<file path="src/rtl/io_pkg.sv">
// Shared constants and width helpers for the io_circuits blocks
// (button debouncer, edge detector and friends).
package io_pkg;

  localparam int DEFAULT_SAMPLE_CNT_MAX = 25000;  // 0.5 ms at 50 MHz
  localparam int DEFAULT_PULSE_CNT_MAX  = 150;

  // A divide-by-1 sample counter still needs one bit to exist as a register.
  function automatic int sample_cnt_w(input int sample_cnt_max);
    int w;
    w = $clog2(sample_cnt_max);
    return (w < 1) ? 1 : w;
  endfunction

  function automatic int pulse_cnt_w(input int pulse_cnt_max);
    return $clog2(pulse_cnt_max + 1);
  endfunction

endpackage

</file>
<file path="src/rtl/edge_detector.sv">
// Registers a level vector one cycle and decodes single-cycle rise/fall pulses.
// Shared by the io_circuits blocks that need press/release style events.
module edge_detector #(
  parameter int WIDTH = 1
) (
  input  logic             clk,
  input  logic             rst_n,
  input  logic [WIDTH-1:0] level,
  output logic [WIDTH-1:0] rise_pulse,
  output logic [WIDTH-1:0] fall_pulse
);

  logic [WIDTH-1:0] level_q;  // the debounced_q history register

  // NOTE: sequential state uses non-blocking assignments so every flop samples
  // pre-edge values, independent of statement order across always blocks.
  always_ff @(posedge clk or negedge rst_n) begin
    if (!rst_n) begin
      level_q <= '0;
    end else begin
      level_q <= level;
    end
  end

  assign rise_pulse = level & ~level_q;
  assign fall_pulse = ~level & level_q;

endmodule

</file>
<file path="src/rtl/button_debouncer.sv">
// Press-direction debouncer for synchronized buttons: per-channel saturating
// sample counters, a debounced level and a one-cycle press pulse per channel.
// Optional release_pulse output is enabled by `define BUTTON_DEBOUNCER_RELEASE_EN.
module button_debouncer
  import io_pkg::*;
#(
  parameter int WIDTH          = 1,
  parameter int SAMPLE_CNT_MAX = DEFAULT_SAMPLE_CNT_MAX,
  parameter int PULSE_CNT_MAX  = DEFAULT_PULSE_CNT_MAX
) (
  input  logic             clk,
  input  logic             rst_n,
  input  logic [WIDTH-1:0] sync_in,
  output logic [WIDTH-1:0] debounced_out,
  output logic [WIDTH-1:0] press_pulse
`ifdef BUTTON_DEBOUNCER_RELEASE_EN
  ,
  output logic [WIDTH-1:0] release_pulse
`endif
);

  localparam int SAMPLE_CNT_W = sample_cnt_w(SAMPLE_CNT_MAX);
  localparam int PULSE_CNT_W  = pulse_cnt_w(PULSE_CNT_MAX);

  localparam logic [SAMPLE_CNT_W-1:0] SAMPLE_LAST = SAMPLE_CNT_W'(SAMPLE_CNT_MAX - 1);
  localparam logic [PULSE_CNT_W-1:0]  PULSE_FULL  = PULSE_CNT_W'(PULSE_CNT_MAX);

  logic [SAMPLE_CNT_W-1:0] sample_cnt_q, sample_cnt_d;
  logic                    tick;

  // With SAMPLE_CNT_MAX == 1 the counter is pinned at 0 and tick fires every cycle.
  assign tick         = (sample_cnt_q == SAMPLE_LAST);
  assign sample_cnt_d = tick ? '0 : sample_cnt_q + 1'b1;

  always_ff @(posedge clk or negedge rst_n) begin
    if (!rst_n) begin
      sample_cnt_q <= '0;
    end else begin
      sample_cnt_q <= sample_cnt_d;
    end
  end

  for (genvar i = 0; i < WIDTH; i++) begin : g_chan
    logic [PULSE_CNT_W-1:0] cnt_q, cnt_d;

    // NOTE: cnt_d gets a default before any branch so no path leaves it
    // unassigned, which would otherwise infer a latch.
    always_comb begin
      cnt_d = cnt_q;
      if (!sync_in[i]) begin
        cnt_d = '0;
      end else if (tick && (cnt_q < PULSE_FULL)) begin
        cnt_d = cnt_q + 1'b1;
      end
    end

    always_ff @(posedge clk or negedge rst_n) begin
      if (!rst_n) begin
        cnt_q <= '0;
      end else begin
        cnt_q <= cnt_d;
      end
    end

    assign debounced_out[i] = (cnt_q == PULSE_FULL);
  end

`ifdef BUTTON_DEBOUNCER_RELEASE_EN
  edge_detector #(.WIDTH(WIDTH)) u_edge (
    .clk        (clk),
    .rst_n      (rst_n),
    .level      (debounced_out),
    .rise_pulse (press_pulse),
    .fall_pulse (release_pulse)
  );
`else
  logic [WIDTH-1:0] release_unused;

  edge_detector #(.WIDTH(WIDTH)) u_edge (
    .clk        (clk),
    .rst_n      (rst_n),
    .level      (debounced_out),
    .rise_pulse (press_pulse),
    .fall_pulse (release_unused)
  );
`endif

endmodule
</file>
<file path="config.mk">
export PLATFORM = sky130hd
export DESIGN_NAME = button_debouncer
export DESIGN_NICKNAME = d
export VERILOG_FILES = /design/src/rtl/io_pkg.sv /design/src/rtl/edge_detector.sv /design/src/rtl/button_debouncer.sv
export SDC_FILE = /design/constraint.sdc
export NUM_CORES = 1
export LEC_CHECK = 0
export ABC_AREA = 1
export CAP_MARGIN = 20
export CELL_PAD_IN_SITES_DETAIL_PLACEMENT = 1
export CELL_PAD_IN_SITES_GLOBAL_PLACEMENT = 1
export CORE_MARGIN = 2
export CORE_UTILIZATION = 40
export CTS_CLUSTER_DIAMETER = 40
export DETAILED_ROUTE_END_ITERATION = 12
export GPL_ROUTABILITY_DRIVEN = 0
export PLACE_DENSITY_LB_ADDON = 0.1
export SYNTH_ARGS = -nofsm -noshare
export SYNTH_HDL_FRONTEND = slang
export SYNTH_SLANG_ARGS = --single-unit
export TNS_END_PERCENT = 50
</file>
<file path="constraint.sdc">
create_clock -name clk -period 1.3 [get_ports clk]
set_clock_uncertainty 0.2 [all_clocks]
set_input_delay 0.39 -clock clk [delete_from_list [all_inputs] [get_ports clk]]
set_output_delay 0.39 -clock clk [all_outputs]
set_load 0.05 [all_outputs]
</file>
Word-level counts from Yosys, hierarchy flattened:

Index checks and enable logic that the tools add are counted.

* register bits after elaboration: 24
* input port bits: 3
* word-level logic and storage cells: 15

* $add $sub $neg: 2
* order comparisons: 1
* equal/unequal tests: 3
* mux-type cells: 3
* bitwise gates (word level): 2
* reduce and logical (&&, ||, !) cells: 1

Operator list (count)
* $mux 8: 2
* $add 15x1->15 const B: 1
* $eq 15x15->1 const B: 1
* $mux 15: 1
* $add 8x1->8 const B: 1
* $eq 8x8->1 const B: 1
* $lt 8x8->1 const B: 1
* $ne 2x1->1 const B: 1
* $and 1x1->1: 1
* $logic_and 1x1->1: 1
* $not 1->1: 1

Logic depth before layout (Yosys ltp):

* depth in word-level cells: 4
* depth in mapped cells: 9

By module:

Synthesis repeated with hierarchy kept, for this count alone.

* cell total of the unflattened synthesis: 210
* area, all modules: 1529.0 um^2

Modules (own cells, without submodules)
* button_debouncer: times used 1, cells an instance 205, area each 1488.9 um^2, sequential area each 575.6 um^2
* edge_detector: times used 1, cells an instance 5, area each 40.0 um^2, sequential area each 25.0 um^2

Worst setup path before layout:

OpenSTA, ideal clock, no wires.

* path type: register -> output
* start point: reg g_chan[0].cnt_q[0]
* end point: out press_pulse
* data arrival time: 2.210 ns
* required time: 0.710 ns
* setup slack: -1.500 ns
* stages on the path, launching flop included: 5
* path buffers: 0
* cell sequence: dfrtp_1 inv_1 ha_1 inv_1 nor4_1

* word-level cells in the longest chain between the ends: 2

Ends and longest elaborated chain
* start: declaration: RTL line button_debouncer.sv:44 `logic [PULSE_CNT_W-1:0] cnt_q, cnt_d;`
* start signal: assignment: RTL line button_debouncer.sv:61 `cnt_q <= cnt_d;`
* $eq 8x8->1: RTL line button_debouncer.sv:65 `assign debounced_out[i] = (cnt_q == PULSE_FULL);`
* $and 1x1->1: RTL line edge_detector.sv:25 `assign rise_pulse = level & ~level_q;`
* end: declaration: RTL line button_debouncer.sv:15 `output logic [WIDTH-1:0] press_pulse`

Every way passes these cells.

Worst setup path in the final report:

* start point: reg g_chan[0].cnt_q[4]
* end point: out press_pulse

The elaborated chain is that of the path after synthesis.

==> impl_results.md <==
- #FFs+latches synth: 24
- Synth Area in XOR/XNOR: 0.0340
- Gr ovfl total: 0
- Final setup violating endpoints: 26
- RSZ-0062 raised after global routing: yes
- Crit. End Element: output pin
- DRT iter0 DRCs: 141
- Via density: 5.69
- Final Power: 0.00133 W
- Inserted Clock Buffers: 3
- Wirelength per Cell: 25.3 um
- Cell taking the most area after synthesis: dfrtp_1
- Worst setup margin: -0.734 ns
- CP Class: reg -> out
- Die area: 4380 um2
- Starting Density: 0.420
- Total Routed Length: 8260 um
- Power per Cell Area: 527 nW/um2
- Die Wd: 66.2 um
- ANT cells: 0
- CP arrival: 1.44 ns
- Post-synth cell types: 25
- Largest family of logic cells by synthesized area: simple AND/OR/NAND/NOR gates
- CTS Hold Bufs: 0
- Cells after synthesis: 223
- Leak pwr: 1.23 nW
- Max VDD drop: 0.000462 V
- Status: finished, violations left
- CTS tree: yes
- Adder-cell share of the synthesized area: 0.0243
- Simple-gate portion of the synthesized area: 0.426
- Slew @ Worst Pin: 0.355 ns
- Share of layout cells above drive strength 1: 0.554
- YS warnings: 0
- Netlist Area Pre-Place: 1550 um2
- DRT antenna net count: 0
- H-tree levels: 1
- Hold WC Path Type: in -> async
- Final Hold Slack: 0.272 ns
- CP Launch Type: flop
- GR Util All Layers: 0.300
- Portion of netlist area occupied by mux cells: 0
- Post-layout util: 0.687
- Core area: 3690 um2
- Post-synthesis compound-gate area fraction: 0.0146
- Peak Freq: 0.492 GHz
- Syn-to-layout area delta: 63.7%
- Max cap viols: 0
- Top cell type's share of synthesized area: 0.388
- Clock Pin Slew Worst Setup and Hold Paths: 0.09 ns
- Slew HR: 0.761
- Synth area leaders: dfrtp_1 39%, nand2_1 14%, nor2_1 8.5%
- Via count: 1856
- Failing checks: negative setup slack
- Final period util: 1.56
- Post-synthesis sequential area ratio: 0.388
- Syn Nets: 229
- Antenna violations before repair: 0
- Commonest non-fill, non-tap cells in the layout: 41 x buf_4, 36 x nand2_1, 24 x inv_1
- First-pass GRT wire length: 9620 um
- Dpl hpwl: 3850 um
- Largest net degree at the start of global routing: 25
- Clk buf depth: 2
- Most common cell after layout, fill and taps aside: buf_4
- First drt pass iteration count: 4
- Syn_area_per_cell: 6.94 um2
- Via count of the first global-routing pass: 1827
- I/O pins: 5
- Row count: 22
- Port buffer count: 4
- Clock sinks: 24
- Slew Limit Fails: 0
- Final Hold Vio Count: 0
- Post-layout nets: 285
- Root buf cell: clkbuf_8
- Crit Path Max Fanout: 2
- CP Data Required Time: 0.71 ns
- Die Height: 66.2 um
- Worst-Skew Late Latency: 0.28 ns
- Minimum clock period: 2.03 ns
- DRC: 0
registers in the layout, summed over array words and instances, names as in the netlist:
| register | count |
|---|---|
| sample_cnt_q | 15 |
| g_chan.cnt_q | 8 |
| u_edge.level_q | 1 |
Yosys cell counts:
cell      number
nor4_1         1
buf_6          1
o21bai_1       1
clkinv_1       1
nor2_4         3
inv_2          5
dfrtp_1       24
nand4_1        8
o21ai_0        1
nand2_1       56
buf_2          1
nor3b_1        1
nand3_4        1
nor2_2         4
nand2_2        2
nor3_1         6
ha_1           3
clkbuf_2       1
clkbuf_4       1
nand3_2        1
nor2_1        35
nand3_1       25
inv_1         33
a21oi_1        2
xor2_1         6
per-layer routing:
layer  part of all wire  wire length [um]  track usage
met1               0.38              3110        0.386
met2               0.50              4120        0.514
met5                  0                 0            0
met3              0.066               547       0.0341
met4              0.058               478        0.110
stage by stage:
| stage | worst slack, ns | TNS, ns | area, um2 | instances |
|---|---|---|---|---|
| after floorplan | -0.603 | -2.31 | 1660 | 223 |
| after global placement | -0.373 | -3.63 | 2040 | 309 |
| after detailed placement | -0.403 | -5.12 | 2040 | 309 |
| after CTS | -0.670 | -5.61 | 2320 | 320 |
| after global routing | -0.798 | -8.74 | 2530 | 326 |
| final | -0.734 | -7.98 | 2530 | 326 |
where the power goes:
part           internal (W)   total, W  switching (W)
logic             0.0000158  0.0000459      0.0000301
registers          0.000746   0.000746              0
clock network      0.000272   0.000543       0.000271
worst paths after layout:
path                            slack [ns]                            from  cells past startpoint                          to
worst min register to register        0.43       sample_cnt_q[7]$_DFF_PN0_                      2   sample_cnt_q[7]$_DFF_PN0_
max in group asynchronous             0.45                           rst_n                      2   sample_cnt_q[3]$_DFF_PN0_
min in group clk                      0.43       sample_cnt_q[7]$_DFF_PN0_                      2   sample_cnt_q[7]$_DFF_PN0_
worst max register to register       -0.48       sample_cnt_q[6]$_DFF_PN0_                      6  sample_cnt_q[14]$_DFF_PN0_
worst min-delay path                  0.27                           rst_n                      2   sample_cnt_q[9]$_DFF_PN0_
worst max-delay path                 -0.73  g_chan[0].cnt_q[4]$_DFFE_PN0P_                      5                 press_pulse
critical path, stage by stage (launching register included):
cell and delay [ns]:
dfrtp_1 0.37, nand2_1 0.08, inv_2 0.09, nand3_4 0.11, nor4_4 0.33, buf_12 0.18
area by class of cell:
| cell class | instances | area, um2 |
|---|---|---|
| Clock buffer | 4 | 55.1 |
| Multi-Input combinational cell | 156 | 1170 |
| Inverter | 39 | 153 |
| Fill cell | 421 | 1150 |
| Sequential cell | 24 | 608 |
| Timing Repair Buffer | 55 | 489 |
| Tap cell | 48 | 60.1 |
kinds of logic (layout without fill, tap and decap cells):
group,count (synthesis),in the layout
simple gates,143,143
buf+inv,43,98
flops,24,24
xor+xnor,6,6
compound gates,4,4
fa+ha+maj,3,3
repair_timing:
| action | CTS | global route |
|---|---|---|
| endpoints found under the setup margin | 24 | 26 |
| setup buffers | 7 | 11 |
| resized for setup | 46 | 50 |
| pin swaps | 23 | 30 |
No activity file was read; power rests on OpenSTA's default activity.
==> RTL change 1 (same flow settings) <==
The option `BUTTON_DEBOUNCER_RELEASE_EN` is turned on by a define.
--- a/src/rtl/button_debouncer.sv
+++ b/src/rtl/button_debouncer.sv
@@ -1,6 +1,8 @@
 // Press-direction debouncer for synchronized buttons: per-channel saturating
 // sample counters, a debounced level and a one-cycle press pulse per channel.
 // Optional release_pulse output is enabled by `define BUTTON_DEBOUNCER_RELEASE_EN.
+`define BUTTON_DEBOUNCER_RELEASE_EN
+
 module button_debouncer
   import io_pkg::*;
 #(
Behaviour (old outputs only; new: release_pulse): unchanged (equiv_simple and equiv_induct, registers matched by name and starting in step).
==> RTL change 1 against the unedited design <==
The flow now stops in 5_1_grt; area after synthesis down 1.4%.
==> RTL change 1: results (changes against the unedited design) <==
----------------------------------------------------
[Global route]
  Antenna violations before repair ... 0
  Largest net degree at the start of global routing ... 25

[STA]
  Worst endpoint pin kind ... output port
  GRT worst endpoint ... release_pulse

[Logic synthesis]
  Biggest area contributors in the synthesized netlist ... sky130_fd_sc_hd__dfrtp_1 39%, sky130_fd_sc_hd__nand2_1 13%, sky130_fd_sc_hd__nor2_1 8.6%
  Synthesis warning total ... 0 (unchanged)
  Top cell types by occurrence after synthesis ... 51 x sky130_fd_sc_hd__nand2_1, 35 x sky130_fd_sc_hd__nor2_1, 33 x sky130_fd_sc_hd__inv_1
  Net count of the mapped netlist ... 225 (-1.7%)
  Share of flip-flops with an asynchronous set or reset ... 100.0% (unchanged)
  Number of flip-flops and latches in the synthesized netlist ... 24 (unchanged)
  Sequential cell area fraction in the yosys report ... 39.34% (+0.54 points)
  Mapped Avg Cell Area ... 6.970 um^2 (+0.43%)
  Distinct cell type count after synthesis ... 24 (-4.0%)

[Status]
  Result of the run ... did not finish
  First Error ... [ERROR DPL-0033] detailed placement checks failed during check placement.
  Last stage reached ... 5_1_grt

[Clock tree]
  Buffer type at the clock tree root ... sky130_fd_sc_hd__clkbuf_8
  H-tree depth ... 1 (unchanged)
  CTS Buf Count ... 3 (unchanged)
  Clock buffer depth ... 2 (unchanged)

[Placement]
  Cell count after placement ... 310 (+0.32%)
  Detailed Place HPWL ... 3.708 mm (-3.7%)
  Count of port buffers added during placement ... 5 (+1)
  Post-placement setup slack ... -0.5622 ns (-0.1588 ns)

----------------------------------------------------
==> RTL change 1: changes by cell type after synthesis, moves of 2 or more <==
cell / unedited run / this run
sky130_fd_sc_hd__nand3_1: 25 / 23
sky130_fd_sc_hd__nor2_4: 3 / 1
sky130_fd_sc_hd__nand2_1: 56 / 51
sky130_fd_sc_hd__nand2_2: 2 / 4
sky130_fd_sc_hd__o21ai_1: 0 / 2
==> RTL change 1: cells by family after synthesis <==
kind of cell | after synthesis | share of synthesized area, %
buffers and inverters | 42 | 10.49
AND/OR/NAND/NOR | 137 | 41.72
flip-flops | 24 | 39.34
AO/OA/AOI/OAI | 6 | 1.967
adder cells (fa/ha/maj) | 3 | 2.459
XOR/XNOR | 7 | 4.016
==> RTL change 1: stage by stage <==
step / utilization [%] / hold WS [ns] / area [um^2]
after detailed placement: 56.32 / 0.3764 / 2062
after global placement: 56.32 / 0.3597 / 2062
after floorplan: - / -0.1056 / 1603
after CTS: 66.10 / 0.2667 / 2420
==> RTL change 1: timing repair <==
| action | CTS |
|---|---|
| pin swaps | 19 |
| resized for setup | 52 |
| setup buffers | 18 |
| endpoints found under the setup margin | 26 |
==> RTL change 2 (same flow settings) <==
Made on the original files. Add an input register stage for `sync_in`, cleared by the reset; this delays it by one clock.
--- a/src/rtl/button_debouncer.sv
+++ b/src/rtl/button_debouncer.sv
@@ -25,6 +25,16 @@
   localparam logic [SAMPLE_CNT_W-1:0] SAMPLE_LAST = SAMPLE_CNT_W'(SAMPLE_CNT_MAX - 1);
   localparam logic [PULSE_CNT_W-1:0]  PULSE_FULL  = PULSE_CNT_W'(PULSE_CNT_MAX);
 
+  logic [WIDTH-1:0] sync_q;
+
+  always_ff @(posedge clk or negedge rst_n) begin
+    if (!rst_n) begin
+      sync_q <= '0;
+    end else begin
+      sync_q <= sync_in;
+    end
+  end
+
   logic [SAMPLE_CNT_W-1:0] sample_cnt_q, sample_cnt_d;
   logic                    tick;
 
@@ -47,7 +57,7 @@
     // unassigned, which would otherwise infer a latch.
     always_comb begin
       cnt_d = cnt_q;
-      if (!sync_in[i]) begin
+      if (!sync_q[i]) begin
         cnt_d = '0;
       end else if (tick && (cnt_q < PULSE_FULL)) begin
         cnt_d = cnt_q + 1'b1;
Behaviour: no difference found for any inputs over 10 cycles, from zero or initial values and one cycle with rst_n low; that may be too few to reach the edited logic, so the function may still have changed.
==> RTL change 2 against the unedited design <==
Die area increased by 0.38%; total power decreased by 2.6%; worst setup slack improved by 0.017 ns; sequential cell count increased by 1; the run still ends with negative setup slack left; clock power decreased by 11%; design area decreased by 8.6%; core utilization is 5.9 points lower; routed wire length down 38%; area after synthesis rose by 0.40%.
==> RTL change 2: results (changes against the unedited design) <==
----------------------------------------------------
[STA]
  Slew at the pin closest to its max-slew limit ... 0.3007 ns (-0.05452 ns)
  Total of endpoints with negative setup slack in the final report ... 24 (-7.7%)
  Final critical-path setup slack ... -0.7168 ns (+0.01709 ns)

[Placement]
  Cell count after placement ... 302 (-2.3%)
  Detailed Place HPWL ... 3.454 mm (-10%)

[Worst setup path]
  Startpoint of the most critical register-to-register path ... sample_cnt_q[1]
  Flop2flop setup slack ... -0.33 ns (+0.15 ns)
  Worst setup startpoint ... g_chan[0].cnt_q[5]

[Global route]
  Total routing resource utilization after global routing ... 25.24% (-4.7 points)
  Largest net degree at the start of global routing ... 26 (+4.0%)
  Met1 demand-to-capacity share in global routing ... 28.27% (-10 points)
  Global-route wire length before repair ... 8.349 mm (-13%)
  Vias in the first global route ... 1,786 (-2.2%)
  Global routing usage on met3 ... 2.385% (-1.0 points)

[Drt]
  Vias ... 1,610 (-13%)
  Met2 WL ... 2.833 mm (-31%)
  DR WL/cell ... 16.25 um (-36%)
  Drt initial violations ... 55 (-61%)
  Met1 layer wirelength in the final routing ... 2.055 mm (-34%)

[Power and ir drop]
  Switching part of the total ... 22.12% (-0.44 points)
  Static leakage ... 1.131 nW (-7.9%)
  VDD IR max ... 0.4077 mV (-12%)

[Logic synthesis]
  Area fraction in compound gates after synthesis ... 2.576% (+1.1 points)
  Sequential cell area fraction in the yosys report ... 40.26% (+1.5 points)
  Biggest area contributors in the synthesized netlist ... sky130_fd_sc_hd__dfrtp_1 40%, sky130_fd_sc_hd__nand2_1 11%, sky130_fd_sc_hd__inv_1 7.7%
  Post-Synth XOR/XNOR Area ... 3.382% (-0.014 points)
  Count of mapped cells out of synthesis ... 212 (-4.9%)

[Layout]
  Final Non-Filler Cells ... 313 (-4.0%)
  Largest registers ... sample_cnt_q x15, g_chan.cnt_q x8
  Fraction of final layout cells with drive strength greater than 1 ... 43.02% (-12 points)
  Count of fill cells added during filler insertion ... 444 (+5.5%)
  Net count of the finished layout ... 272 (-4.6%)

[Status]
  Violated checks ... negative setup slack
  Result of the run ... finished with violations

[Clock tree]
  Post-CTS resize count ... 25 (-46%)
  Setup repair bufs after CTS ... 6 (-1)

----------------------------------------------------
## RTL change 2: cell count changes in the layout (fill, tap and decap cells not counted), moves of 3 or more
| cell | delta |
|---|---|
| sky130_fd_sc_hd__nand2_4 | -5 |
| sky130_fd_sc_hd__dfrtp_2 | -4 |
| sky130_fd_sc_hd__dfrtp_1 | +5 |
| sky130_fd_sc_hd__nand2_2 | -7 |
| sky130_fd_sc_hd__o21ai_2 | +3 |
| sky130_fd_sc_hd__inv_2 | -3 |
| sky130_fd_sc_hd__inv_1 | +3 |
| sky130_fd_sc_hd__buf_6 | -3 |
| sky130_fd_sc_hd__nand3_2 | -11 |
| sky130_fd_sc_hd__nand2_1 | +3 |
| sky130_fd_sc_hd__nor2_2 | -4 |
| sky130_fd_sc_hd__nand3_1 | +9 |
## RTL change 2: stage by stage
step | power (W) | util, % | setup slack [ns] | area, um^2
after floorplan | 0.0008018 | - | -0.6034 | 1600
after global placement | 0.0008330 | 54.75 | -0.3713 | 2019
after detailed placement | 0.0008338 | 54.75 | -0.4183 | 2019
after CTS | 0.001309 | 59.53 | -0.6834 | 2196
after global routing | 0.001342 | 62.79 | -0.7687 | 2316
final | 0.001299 | 62.79 | -0.7168 | 2316
## RTL change 2: power groups by stage
stage	sequential (W)	clock, W	combinational, W
2_1_floorplan	0.000794	0	0.00000739
3_3_place_gp	0.000794	0	0.0000387
3_5_place_dp	0.000794	0	0.0000395
4_1_cts	0.000779	0.000490	0.0000402
5_1_grt	0.000779	0.000519	0.0000441
6_report	0.000779	0.000481	0.0000395
## RTL change 2: layout make-up
type,count,area (um^2),area share [%]
Inverter,38,147.6,6.375
Tap cell,48,60.06,2.593
Sequential cell,25,628.1,27.12
Clock buffer,4,45.04,1.945
Multi-Input combinational cell,145,972.2,41.98
Timing Repair Buffer,53,462.9,19.99
